$ cat src/rtl/wb_port_arbiter.sv
`default_nettype none
// ============================================================================
// Module      : wb_port_arbiter
// Description : Write-back port arbiter between the in-order pipe result and a
//               one-entry buffered long-latency-unit result, with starvation
//               guard. Optional statistics counters enabled by WB_ARB_STATS_EN.
// Revision    : 1.0 - initial release
// ============================================================================
module wb_port_arbiter #(
    parameter int DBITS        = 32,
    parameter int REGNOBITS    = 5,
    parameter int STARVE_LIMIT = 4
) (
    input  logic                 clk_i,
    input  logic                 rst_ni,
    input  logic                 pipe_valid_i,
    input  logic [REGNOBITS-1:0] pipe_regno_i,
    input  logic [DBITS-1:0]     pipe_data_i,
    output logic                 pipe_stall_o,
    input  logic                 llu_valid_i,
    input  logic [REGNOBITS-1:0] llu_regno_i,
    input  logic [DBITS-1:0]     llu_data_i,
    output logic                 llu_ready_o,
    output logic                 wr_reg_o,
    output logic [REGNOBITS-1:0] wregno_o,
    output logic [DBITS-1:0]     regval_o,
    output logic [31:0]          stat_pipe_wr_o,
    output logic [31:0]          stat_llu_wr_o,
    output logic [31:0]          stat_stall_o
);

    typedef enum logic [0:0] {
        NORMAL    = 1'b0,
        FORCE_LLU = 1'b1
    } state_t;

    localparam logic [3:0] C_STARVE_LIM = 4'(STARVE_LIMIT);

    state_t                 state_q, state_d;
    logic                   buf_full_q, buf_full_d;
    logic [REGNOBITS-1:0]   buf_regno_q, buf_regno_d;
    logic [DBITS-1:0]       buf_data_q, buf_data_d;
    logic [3:0]             starve_cnt_q, starve_cnt_d;
    logic                   wr_reg_q, wr_reg_d;
    logic [REGNOBITS-1:0]   wregno_q, wregno_d;
    logic [DBITS-1:0]       regval_q, regval_d;
    logic                   grant_pipe, grant_buf, pipe_stall;

    always_comb begin
        state_d      = state_q;
        grant_pipe   = 1'b0;
        grant_buf    = 1'b0;
        pipe_stall   = 1'b0;
        buf_full_d   = buf_full_q;
        buf_regno_d  = buf_regno_q;
        buf_data_d   = buf_data_q;
        starve_cnt_d = starve_cnt_q;
        wr_reg_d     = 1'b0;
        wregno_d     = wregno_q;
        regval_d     = regval_q;

        case (state_q)
            NORMAL: begin
                if (pipe_valid_i) begin
                    grant_pipe = 1'b1;
                end else if (buf_full_q) begin
                    grant_buf = 1'b1;
                end
            end
            FORCE_LLU: begin
                grant_buf  = buf_full_q;
                pipe_stall = pipe_valid_i;
            end
            default: ;
        endcase

        if (grant_buf) begin
            starve_cnt_d = 4'd0;
        end else if (buf_full_q) begin
            starve_cnt_d = starve_cnt_q + 4'd1;
        end else begin
            starve_cnt_d = 4'd0;
        end

        if (state_q == FORCE_LLU) begin
            state_d = NORMAL;
        end else if (starve_cnt_d == C_STARVE_LIM) begin
            state_d = FORCE_LLU;
        end

        // Loading requires an empty buffer and draining a full one, so the two never coincide.
        if (grant_buf) begin
            buf_full_d = 1'b0;
        end else if (llu_valid_i && !buf_full_q) begin
            buf_full_d  = 1'b1;
            buf_regno_d = llu_regno_i;
            buf_data_d  = llu_data_i;
        end

        if (grant_pipe) begin
            wr_reg_d = (pipe_regno_i != '0);
            wregno_d = pipe_regno_i;
            regval_d = pipe_data_i;
        end else if (grant_buf) begin
            wr_reg_d = (buf_regno_q != '0);
            wregno_d = buf_regno_q;
            regval_d = buf_data_q;
        end
    end

    always_ff @(posedge clk_i or negedge rst_ni) begin
        if (!rst_ni) begin
            state_q      <= NORMAL;
            buf_full_q   <= 1'b0;
            buf_regno_q  <= '0;
            buf_data_q   <= '0;
            starve_cnt_q <= 4'd0;
            wr_reg_q     <= 1'b0;
            wregno_q     <= '0;
            regval_q     <= '0;
        end else begin
            state_q      <= state_d;
            buf_full_q   <= buf_full_d;
            buf_regno_q  <= buf_regno_d;
            buf_data_q   <= buf_data_d;
            starve_cnt_q <= starve_cnt_d;
            wr_reg_q     <= wr_reg_d;
            wregno_q     <= wregno_d;
            regval_q     <= regval_d;
        end
    end

    assign pipe_stall_o = pipe_stall;
    assign llu_ready_o  = !buf_full_q;
    assign wr_reg_o     = wr_reg_q;
    assign wregno_o     = wregno_q;
    assign regval_o     = regval_q;

`ifdef WB_ARB_STATS_EN
    logic [31:0] stat_pipe_wr_q, stat_llu_wr_q, stat_stall_q;

    always_ff @(posedge clk_i or negedge rst_ni) begin
        if (!rst_ni) begin
            stat_pipe_wr_q <= 32'd0;
            stat_llu_wr_q  <= 32'd0;
            stat_stall_q   <= 32'd0;
        end else begin
            if (grant_pipe && (pipe_regno_i != '0)) stat_pipe_wr_q <= stat_pipe_wr_q + 32'd1;
            if (grant_buf && (buf_regno_q != '0))   stat_llu_wr_q  <= stat_llu_wr_q + 32'd1;
            if (pipe_stall)                          stat_stall_q   <= stat_stall_q + 32'd1;
        end
    end

    assign stat_pipe_wr_o = stat_pipe_wr_q;
    assign stat_llu_wr_o  = stat_llu_wr_q;
    assign stat_stall_o   = stat_stall_q;
`else
    assign stat_pipe_wr_o = 32'd0;
    assign stat_llu_wr_o  = 32'd0;
    assign stat_stall_o   = 32'd0;
`endif

endmodule
`default_nettype wire

$ cat config.mk
export PLATFORM = sky130hd
export DESIGN_NAME = wb_port_arbiter
export DESIGN_NICKNAME = d
export VERILOG_FILES = /design/src/rtl/wb_port_arbiter.sv
export SDC_FILE = /design/constraint.sdc
export NUM_CORES = 1
export LEC_CHECK = 0
export ABC_AREA = 1
export CAP_MARGIN = 10
export CORE_MARGIN = 1
export CORE_UTILIZATION = 43
export CTS_CLUSTER_DIAMETER = 80
export DETAILED_ROUTE_END_ITERATION = 10
export PLACE_DENSITY = 0.95
export SYNTH_ARGS = -nofsm -noshare
export SYNTH_HDL_FRONTEND = slang
export SYNTH_SLANG_ARGS = --single-unit
export TNS_END_PERCENT = 100
$ cat constraint.sdc
create_clock -name clk_i -period 3.3 [get_ports clk_i]
set_clock_uncertainty 0.1 [all_clocks]
set_input_delay 0.495 -clock clk_i [delete_from_list [all_inputs] [get_ports clk_i]]
set_output_delay 0.495 -clock clk_i [all_outputs]
set_load 0.01 [all_outputs]
==> run metrics <==
worst-margin pin slew=0.996 ns; cts hold-fix bufs=0; VDD IR max=0.000227 V; Pwr per Cell Area=525 nW/um2; # DRC=0; initial antenna violation count=0; Vias/cell=4.48; worst min-delay path class=primary input to asynchronous set/reset pin; Mean Syn Cell Area=8.25 um2; CTS Buffer Depth=2; DIE HEIGHT=100 um; global-route wire length before repair=15,300 um; Synth cell types=18; max capacitance violation total=0; multi-input logic area=1580 um2; Crit Path Max Fanout=24; die extent in x=100 um; Total Routing Usage GR=19.6%; grt total ovfl=0; Routed WL=9470 um; min cycle time layout=2.39 ns; core area=9280 um2; Sequential Area=2030 um2; synth warn=0; row cnt=35; routed vias=3,332; DRT iter0 DRCs=144; Seq/Total Area, Yosys=49.0%; diodes inserted=0; largest net degree at the start of global routing=82; Crit Path Category=register to primary output; Data required, critical path=2.70 ns; vias in the first global route=3,199; Rel. slew slack=33.6%; CTS buffer count=9; startpoint types=register; # clock sinks=81; area grow syn2layout=26.7%; clk slew on worst S/H paths=0.08 ns; fillers=847; post-DP HPWL=6890 um; placed cell area=5000 um2; Skew-Pair Late Insertion Delay=0.34 ns; share of cells above drive strength 1=4.23%; clk root buf=clkbuf_8; period utilisation layout=72.5%; DR pass1 iterations=5; TNS Setup=0 ns; final setup fails=0; IO buf count=117; Leak Pwr=2.63 nW; Final GP Congestion=0.840; postcts setup bufs=0; Initial Utilization=44.6%; nature of the critical path endpoint=primary output; # resized after CTS=0; nets@finish=689; Mapped Area=4140 um2; Final Max Slew Viols=0; hold violation count in the final report=0; hold slack=0.185 ns; DR WL/cell=12.7 um; status=finished clean; Peak Freq=418 MHz; IO Pins=214; Die ar.=10,000 um2; fin area=5240 um2; antenna viol nets, final=0; post-synthesis instance total=502; CP arrival=1.80 ns; htree depth=3; TritonCTS clock tree=done; RSZ-0062 raised after global routing=no; #FFs+latches synth=81
## placed cells by master (no fill, tap or decap), drive strengths merged, types with 2 or more instances in the layout
cell / n
buf: 5
bufinv: 3
clkbuf: 9
clkdlybuf4s50: 116
clkinv: 2
clkinvlp: 2
conb: 96
dfrtp: 81
inv: 10
nand2: 198
nand3: 76
nor2: 13
## registers in the layout, indices dropped and copies added (netlist names)
signal and count:
state_q 1, buf_data_q 32, starve_cnt_q 4, regval_o 32, buf_full_q 1, wr_reg_o 1, wregno_o 5, buf_regno_q 5
## Yosys cell counts (all sizes together)
| cell | number | share of area (%) |
|---|---|---|
| a21oi | 1 | 0.12 |
| buf | 116 | 21 |
| clkbuf | 3 | 0.27 |
| conb | 1 | 0.091 |
| dfrtp | 81 | 49 |
| ha | 1 | 0.30 |
| inv | 10 | 0.91 |
| nand2 | 198 | 18 |
| nand3 | 76 | 9.2 |
| nand4 | 1 | 0.15 |
| nor2 | 13 | 1.4 |
| o21ai | 1 | 0.12 |
## critical path, stage by stage (launching register included)
cell             delay (ns)
dfrtp_1                0.45
inv_2                  0.37
clkdlybuf4s50_1        0.63
## stage by stage
step	worst slack, ns	std cells	power (mW)	utilization [%]
detailed placement	0.804	728	1.91	53.9
floorplan	1.84	597	1.66	-
CTS	0.875	744	2.77	56.5
global route	0.821	744	2.90	56.5
global placement	0.915	728	1.88	53.9
finish	0.906	744	2.75	56.5
## routing by layer
layer	global-route usage [%]	wire length (um)	share of wire [%]
met5	0	0	0
met3	3.06	473	5.0
met1	23.0	3620	38
met4	8.36	216	2.3
met2	35.6	5160	54
## area by class of cell
type | count | area share, %
Multi-Input combinational cell | 387 | 30.1
Clock buffer | 9 | 2.36
Tap cell | 129 | 3.08
Inverter | 10 | 0.716
Timing Repair Buffer | 121 | 22.9
Sequential cell | 81 | 38.7
Clock inverter | 7 | 2.27
## power by group
part,internal (mW),switching (mW),leakage (nW)
sequential,1.16,0.101,0.999
clock,0.502,0.359,0.115
combinational,0.294,0.337,1.51
## cells by family after synthesis
group	count (synthesis)	share of synthesized area, %
other	1	0.0906
AO/OA/AOI/OAI	2	0.242
AND/OR/NAND/NOR	288	28.7
flip-flops	81	49.0
buffers and inverters	129	21.7
adder cells (fa/ha/maj)	1	0.302
## worst paths after layout
| path | from | endpoint | slack, ns | cells after the start |
|---|---|---|---|---|
| setup reg to reg | buf_full_q$_DFFE_PN0P_ | buf_regno_q[4]$_DFFE_PN0P_ | 1.16 | 5 |
| min in group clk_i | buf_data_q[30]$_DFFE_PN0P_ | buf_data_q[30]$_DFFE_PN0P_ | 0.38 | 2 |
| hold / removal | rst_ni | starve_cnt_q[3]$_DFF_PN0_ | 0.18 | 1 |
| setup / recovery | buf_full_q$_DFFE_PN0P_ | llu_ready_o | 0.91 | 2 |
| hold reg to reg | buf_data_q[30]$_DFFE_PN0P_ | buf_data_q[30]$_DFFE_PN0P_ | 0.38 | 2 |
| max in group asynchronous | rst_ni | buf_data_q[2]$_DFFE_PN0P_ | 2.24 | 1 |
Power figures use the tool's default switching activity.
